### src/rtl/shift_req_sequencer.sv
// rtl/shift_req_sequencer.sv - round-robin sequencer sharing one 4-bit barrel shifter between two requesters
//
// Accepts one shift request at a time from two requesters (round-robin), splits
// amounts larger than 3 into passes of at most 3 through the external shifter
// (one pass per clock, partial result fed back), then returns the result with
// the requester id on a valid/ready response channel.
//
// Optional build macro: SHIFT_SEQ_EARLY_ZERO_EN
//   When defined, any accepted amount >= 4 yields a zero result directly and
//   skips the shifter passes entirely.
//
// Ports:
//   clk, rst_n                         clock (rising edge), async active-low reset
//   req0_valid/ready/din/amt           requester 0 request channel
//   req1_valid/ready/din/amt           requester 1 request channel
//   rsp_valid/ready, rsp_dout, rsp_id  response channel (data + requester id)
//   sh_din, sh_sel, sh_dout            shared shifter: sh_dout = sh_din << sh_sel
//   busy                               high whenever not idle

module shift_req_sequencer #(
    parameter int AMT_W = 4
) (
    input  logic             clk,
    input  logic             rst_n,
    input  logic             req0_valid,
    output logic             req0_ready,
    input  logic [3:0]       req0_din,
    input  logic [AMT_W-1:0] req0_amt,
    input  logic             req1_valid,
    output logic             req1_ready,
    input  logic [3:0]       req1_din,
    input  logic [AMT_W-1:0] req1_amt,
    output logic             rsp_valid,
    input  logic             rsp_ready,
    output logic [3:0]       rsp_dout,
    output logic             rsp_id,
    output logic [3:0]       sh_din,
    output logic [1:0]       sh_sel,
    input  logic [3:0]       sh_dout,
    output logic             busy
);

    typedef enum logic [1:0] {
        IDLE  = 2'd0,
        SHIFT = 2'd1,
        RESP  = 2'd2
    } state_t;

    state_t           state;
    state_t           state_nxt;

    logic [3:0]       acc;
    logic [AMT_W-1:0] rem;
    logic             id;
    logic             last_grant;
    logic [3:0]       rsp_dout_q;
    logic             rsp_id_q;

    logic             gnt0;
    logic             gnt1;
    logic             accept;
    logic [3:0]       gnt_din;
    logic [AMT_W-1:0] gnt_amt;
    logic             gnt_direct;
    logic             early_zero;
    logic [1:0]       pass_sel;
    logic [AMT_W-1:0] rem_nxt;
    logic             last_pass;

    // Round-robin: a lone requester always wins; on contention the one that
    // did not win last time wins.
    always_comb begin
        gnt0    = req0_valid & (~req1_valid | last_grant);
        gnt1    = req1_valid & (~req0_valid | ~last_grant);
        accept  = (state == IDLE) & (gnt0 | gnt1);
        gnt_din = gnt1 ? req1_din : req0_din;
        gnt_amt = gnt1 ? req1_amt : req0_amt;
    end

`ifdef SHIFT_SEQ_EARLY_ZERO_EN
    // Anything shifted by 4 or more out of a 4-bit word is zero.
    assign early_zero = (gnt_amt > AMT_W'(3));
`else
    assign early_zero = 1'b0;
`endif

    // Requests that need no shifter pass go straight to the response state.
    assign gnt_direct = (gnt_amt == '0) | early_zero;

    // Largest pass the 2-bit select allows; sel <= rem so rem cannot underflow.
    always_comb begin
        pass_sel  = (rem > AMT_W'(3)) ? 2'd3 : rem[1:0];
        rem_nxt   = rem - AMT_W'(pass_sel);
        last_pass = (rem_nxt == '0);
    end

    // State register
    always_ff @(posedge clk or negedge rst_n) begin
        if (!rst_n) begin
            state <= IDLE;
        end else begin
            state <= state_nxt;
        end
    end

    // Next-state logic
    always_comb begin
        state_nxt = state;
        case (state)
            IDLE: begin
                if (accept) begin
                    state_nxt = gnt_direct ? RESP : SHIFT;
                end
            end
            SHIFT: begin
                if (last_pass) begin
                    state_nxt = RESP;
                end
            end
            RESP: begin
                if (rsp_ready) begin
                    state_nxt = IDLE;
                end
            end
            default: state_nxt = IDLE;
        endcase
    end

    // Outputs. Ready is masked by reset so nothing looks accepted while held.
    always_comb begin
        req0_ready = rst_n & (state == IDLE) & gnt0;
        req1_ready = rst_n & (state == IDLE) & gnt1;
        sh_din     = acc;
        sh_sel     = (state == SHIFT) ? pass_sel : 2'd0;
        rsp_valid  = (state == RESP);
        busy       = (state != IDLE);
        rsp_dout   = rsp_dout_q;
        rsp_id     = rsp_id_q;
    end

    // Datapath. The response registers load only on entry to RESP so they
    // keep showing the previous result while a new request is being shifted.
    always_ff @(posedge clk or negedge rst_n) begin
        if (!rst_n) begin
            acc        <= 4'd0;
            rem        <= '0;
            id         <= 1'b0;
            last_grant <= 1'b1;
            rsp_dout_q <= 4'd0;
            rsp_id_q   <= 1'b0;
        end else begin
            case (state)
                IDLE: begin
                    if (accept) begin
                        acc        <= early_zero ? 4'd0 : gnt_din;
                        rem        <= gnt_amt;
                        id         <= gnt1;
                        last_grant <= gnt1;
                        if (gnt_direct) begin
                            rsp_dout_q <= early_zero ? 4'd0 : gnt_din;
                            rsp_id_q   <= gnt1;
                        end
                    end
                end
                SHIFT: begin
                    acc <= sh_dout;
                    rem <= rem_nxt;
                    if (last_pass) begin
                        rsp_dout_q <= sh_dout;
                        rsp_id_q   <= id;
                    end
                end
                default: begin
                end
            endcase
        end
    end

endmodule

### config.mk
export PLATFORM = sky130hd
export DESIGN_NAME = shift_req_sequencer
export DESIGN_NICKNAME = d
export VERILOG_FILES = /design/src/rtl/shift_req_sequencer.sv
export SDC_FILE = /design/constraint.sdc
export NUM_CORES = 1
export LEC_CHECK = 0
export CAP_MARGIN = 15
export CORE_MARGIN = 2
export CORE_UTILIZATION = 33
export CTS_CLUSTER_SIZE = 16
export DETAILED_ROUTE_END_ITERATION = 12
export GPL_TIMING_DRIVEN = 0
export PLACE_DENSITY = 0.75
export SKIP_CTS_REPAIR_TIMING = 1
export SYNTH_ARGS = -nofsm -noshare
export SYNTH_HDL_FRONTEND = slang
export SYNTH_SLANG_ARGS = --single-unit
### constraint.sdc
create_clock -name clk -period 2.3 [get_ports clk]
set_clock_uncertainty 0.1 [all_clocks]
set_input_delay 0.345 -clock clk [delete_from_list [all_inputs] [get_ports clk]]
set_output_delay 0.345 -clock clk [all_outputs]
set_load 0.03 [all_outputs]
==> results.cfg, run 1 <==
[layout]
diodes = 0
syn2layout_area_growth_pct = 60.5
fin_nets = 183
fillCellCount = 254
layout-drive-gt1-share_pct = 25.0
postLayoutCoreUtil_pct = 54.6

[critical_path]
cp.arrival_ps = 2390
rrSetupSlack_ps = -10
crit_path_start_kind = register
crit_slowest_cell = dfrtp_2
cp_cell_sequence = nor2_4 -> or2_4 -> ha_4 -> nor4_4 -> a31oi_4 -> o32ai_4 -> buf_12 -> mux2_4
crit_path_max_incr_delay_ps = 460
crit_required_ps = 2370
path_class = register to register
path_max_fanout = 6
cp-end-kind = register

[drt]
drt_iter0_drc = 35
dr_total_vias = 1011
drc = 0
wirelength_um = 2860
firstDrtPassIters = 4
drtAntennaViolNets = 0
vias_per_cell = 5.35
wl_per_cell_um = 15.1

[sta]
fin_ws_ps = -14.0
worstMarginPinSlew_ps = 729
hold_viol_final = 0
fmax_mhz = 432
fin_crit_ps = 2310
finalCritPeriodShare_pct = 101
finalSetupTns_ps = -40.8
slew_violations = 0
holdWs_ps = 417
max_slew_margin_pct = 51.2
rsz0062_at_grt = true
setup_viol = 4

[logic_synthesis]
yosys.area.top_type = dfrtp_1
syn-cell-area_um2 = 1010
synthMostInstantiatedCell = dfrtp_1
syn_inst = 104
ys_ff_latch = 17
ys_warn_count = 0
async_flop_share_pct = 100
ys.flop_type = dfrtp_1
synthTopCellsByCount = dfrtp_1, o21ai_0, nand2_1, mux2_2, mux2i_1
ys_top_cells_by_area = dfrtp_1, mux2_2, mux2i_1, o21ai_0, nand2_1
mappedNetlistNets = 130
seq_area_frac_synth_pct = 42.1
yosysUniqueCellTypes = 32
syn-mean-instance-area_um2 = 9.74
synth_top_area_share_pct = 39.5
synth-edff-count = 0

[global_routing]
busiest_layer = met2
grt_max_degree = 20
grt_use_met3_pct = 1.53
grt_use_total_pct = 14.6
use_met2_pct = 23.7
overflow = 0
grt_pass1_vias = 909
antenna_found_initial = 0
use_met1_pct = 19.9
grt_pass1_wl_um = 4000

[clock_tree]
clk_pin_slew_ps = 100
clk_latency_ps = 280
cts_tree = yes
clkSinkCount = 17
ctsHtreeMaxLevel = 1
cts_max_path_buffers = 2
cts_made_buffers = 3
root_buffer = clkbuf_4

[power_and_ir_drop]
vdd.ir_drop.worst_mv = 0.764
p_leak_nw = 0.725
power_mw = 2.36
power_density_nw_per_um2 = 1450

[placed_design]
place_congestion = 0.767
port_buffers = 39
dp_hpwl_um = 1970

[die]
rows = 20
start_util_pct = 34.0
core_area_um2 = 2980
die_w_um = 59.4
dieArea_um2 = 3530
ioPinCount = 40
chipHeight_um = 59.4

[hold_path]
hold_path_class = register to register

[run]
cap_violations = 0

[status]
violations = setup timing
status = finished with violations
-- registers in the layout (all words and copies together), names as in the netlist --
| register | flops |
|---|---|
| last_grant | 1 |
| id | 1 |
| rsp_dout | 4 |
| sh_din | 4 |
| rem | 4 |
| rsp_id | 1 |
| state | 2 |
-- final timing paths --
check / startpoint / to / cells after the start
max: rem[3] / rsp_dout[2] / 8
min: sh_din[0] / sh_din[0] / 1
max reg2reg: rem[3] / rsp_dout[2] / 8
min reg2reg: sh_din[0] / sh_din[0] / 1
max in group asynchronous: rst_n / rem[3] / 3
min in group asynchronous: rst_n / last_grant / 2
-- layout make-up --
| type | count | area [um^2] | area share, % |
|---|---|---|---|
| sequential | 17 | 429 | 26.4 |
| buffer | 4 | 23.8 | 1.46 |
| inverter | 6 | 22.5 | 1.38 |
| timing repair buffer | 48 | 473 | 29.1 |
| multi-input combinational | 77 | 611 | 37.5 |
| tap | 33 | 41.3 | 2.54 |
| clock buffer | 4 | 26.3 | 1.62 |
-- worst max-delay path, delay by kind of cell (launching register included) --
family / cells / cell delay (ps)
flip-flops: 1 / 460
multiplexers: 1 / 290
buffers and inverters: 1 / 160
AND/OR/NAND/NOR: 3 / 630
adder cells (fa/ha/maj): 1 / 180
AO/OA/AOI/OAI: 2 / 390
-- placed cells by master (no fill, tap or decap), types with 3 or more instances in the layout --
master / synthesis / layout
a21oi_1: 6 / 6
buf_4: 0 / 6
clkbuf_1: 2 / 3
clkbuf_2: 1 / 3
clkbuf_4: 0 / 3
clkdlybuf4s50_1: 0 / 34
dfrtp_1: 16 / 14
dlymetal6s2s_1: 0 / 3
inv_1: 5 / 4
mux2_2: 10 / 6
mux2_4: 0 / 4
mux2i_1: 8 / 8
nand2_1: 11 / 11
nor2_1: 6 / 4
o21ai_0: 14 / 13
-- where the power goes --
part	leakage, nW	internal (mW)	total [mW]	switching [mW]
combinational	0.509	0.791	1.60	0.809
sequential	0.201	0.458	0.600	0.142
clock	0.0150	0.0673	0.158	0.0902
total	0.725	1.32	2.36	1.04
-- metal layers --
metal	wire length, um	part of all wire (%)
met5	0	0
met2	1480	52
met1	1200	42
met3	162	5.7
met4	17	0.59
-- cells by family (layout without fill, tap and decap cells) --
group	count (synthesis)	count (layout)	synth area share, %
DFF	17	17	42.1
buffers and inverters	10	62	3.95
muxes	18	18	19.0
adders and majority gates	1	1	1.23
AOI/OAI and AO/OA	31	31	20.6
and+or+nand+nor	27	27	13.1
-- metrics by stage --
stage	area (um^2)	cells	worst slack (ps)
2_1_floorplan	1010	104	189
3_3_place_gp	1450	176	-552
3_5_place_dp	1450	176	-553
4_1_cts	1470	180	-552
5_1_grt	1630	189	-67.6
6_report	1630	189	-14.0
(Power assumes the default switching activity.)
==> run 2: changes to the inputs <==
--- a/constraint.sdc
+++ b/constraint.sdc
@@ -4,2 +4,2 @@
 set_output_delay 0.345 -clock clk [all_outputs]
-set_load 0.03 [all_outputs]
+set_load 0.005 [all_outputs]
==> results.cfg, run 2 (synthesized netlist as in run 1, its figures left out) <==
[sta]
finalCritPeriodShare_pct = 101
worstMarginPinSlew_ps = 744
rsz0062_at_grt = true
slew_violations = 0
fmax_mhz = 431
fin_crit_ps = 2320
max_slew_margin_pct = 50.2
setup_viol = 4
hold_viol_final = 0
holdWs_ps = 331
fin_ws_ps = -22.1

[layout]
fillCellCount = 255
multiInputGateArea_um2 = 626
syn2layout_area_growth_pct = 64.0
seqCellArea_um2 = 432
fin_nets = 185
diodes = 0
final_common_cell = clkdlybuf4s50_1
finalInstanceArea_um2 = 1660
layout-drive-gt1-share_pct = 27.8
layout_common_cells = clkdlybuf4s50_1, o21ai_0, dfrtp_1

[status]
status = finished with violations
violations = setup timing

[drt]
firstDrtPassIters = 4
vias_per_cell = 5.39
drc = 0
dr_total_vias = 1029
wirelength_um = 2960
drtAntennaViolNets = 0
drt_iter0_drc = 45
wl_per_cell_um = 15.5

[global_routing]
grt_max_degree = 20
overflow = 0
grt_use_total_pct = 14.6
grt_pass1_wl_um = 4000
antenna_found_initial = 0
grt_pass1_vias = 909

[clock_tree]
clk_latency_ps = 280
cts_tree = yes
ctsHtreeMaxLevel = 1
root_buffer = clkbuf_4
cts_max_path_buffers = 2
clkSinkCount = 17
cts_made_buffers = 3
clk_pin_slew_ps = 100

[placed_design]
dpl-instance-area_um2 = 1450
place_congestion = 0.767
port_buffers = 39
dp_slack_ps = -383
dp_hpwl_um = 1970

[die]
start_util_pct = 34.0
dieArea_um2 = 3530
die_w_um = 59.4
chipHeight_um = 59.4
core_area_um2 = 2980
rows = 20
ioPinCount = 40

[run]
cap_violations = 0

[power_and_ir_drop]
power_mw = 2.18
power_density_nw_per_um2 = 1310
vdd.ir_drop.worst_mv = 0.650
p_leak_nw = 0.717

[critical_path]
crit_slowest_cell = dfrtp_2
crit_required_ps = 2370
crit_path_max_incr_delay_ps = 460
crit_path_start_kind = register
path_max_fanout = 6
cp-end-kind = register
path_class = register to register
cp_cell_sequence = nor2_4 -> or2_4 -> ha_4 -> nor4_4 -> a31oi_4 -> o32ai_4 -> buf_12 -> mux2_4
cp.arrival_ps = 2400

[hold_path]
hold_path_class = input pin to register
==> run 2: cell count changes in the layout (fill, tap and decap cells not counted), sizes merged <==
cell,change
buf,+3
dlymetal6s2s,-1
clkbuf,-2
clkdlybuf4s50,+2
==> run 2: critical path, delay by kind of cell (launching register included) <==
kind / cells / cell delay [ps]
AND/OR/NAND/NOR: 3 / 620
buffers and inverters: 1 / 160
AO/OA/AOI/OAI: 2 / 390
multiplexers: 1 / 290
adder cells (fa/ha/maj): 1 / 170
flip-flops: 1 / 460
==> run 2: where the power goes <==
| part | internal (mW) | switching (mW) |
|---|---|---|
| registers | 0.461 | 0.148 |
| clock network | 0.0673 | 0.0913 |
| logic | 0.820 | 0.596 |
==> run 2: worst paths after layout <==
kind / startpoint / to / slack (ps) / depth (start not counted)
worst max register to register: rem[3] / rsp_dout[2] / -20 / 8
worst min register to register: sh_din[0] / sh_din[0] / 420 / 1
worst max-delay path: rem[3] / rsp_dout[2] / -20 / 8
min in group asynchronous: rst_n / last_grant / 480 / 2
worst min-delay path: req0_valid / last_grant / 330 / 2
max in group asynchronous: rst_n / rem[3] / 410 / 3
==> run 2: stage by stage <==
stage	util, %	TNS (ps)	instances
3_3_place_gp	48.5	-789	176
4_1_cts	49.4	-988	180
3_5_place_dp	48.5	-1160	176
6_report	55.8	-75.6	191
5_1_grt	55.8	-381	191
2_1_floorplan	-	0	104
==> run 2: metal layers <==
layer  vias up  part of all wire, %  GRT usage, %
li1        487                    -             -
met3         2                  5.3          1.53
met5         -                    0             0
met2        40                   52          23.7
met4         0                 0.57          5.84
met1       500                   42          19.9
==> run 2: cell type report <==
type,instances,share of cell area (%)
Multi-Input combinational cell,77,37.7
Inverter,6,1.36
Sequential cell,17,26.0
Clock buffer,4,1.58
Tap cell,33,2.48
Buffer,4,1.43
Timing Repair Buffer,50,29.5
==> run 3: changes to the inputs <==
CAP_MARGIN = 30   (was 15)
==> results of run 3 <==
Same layout as run 2: the final DEF is identical, and so are final timing and power.
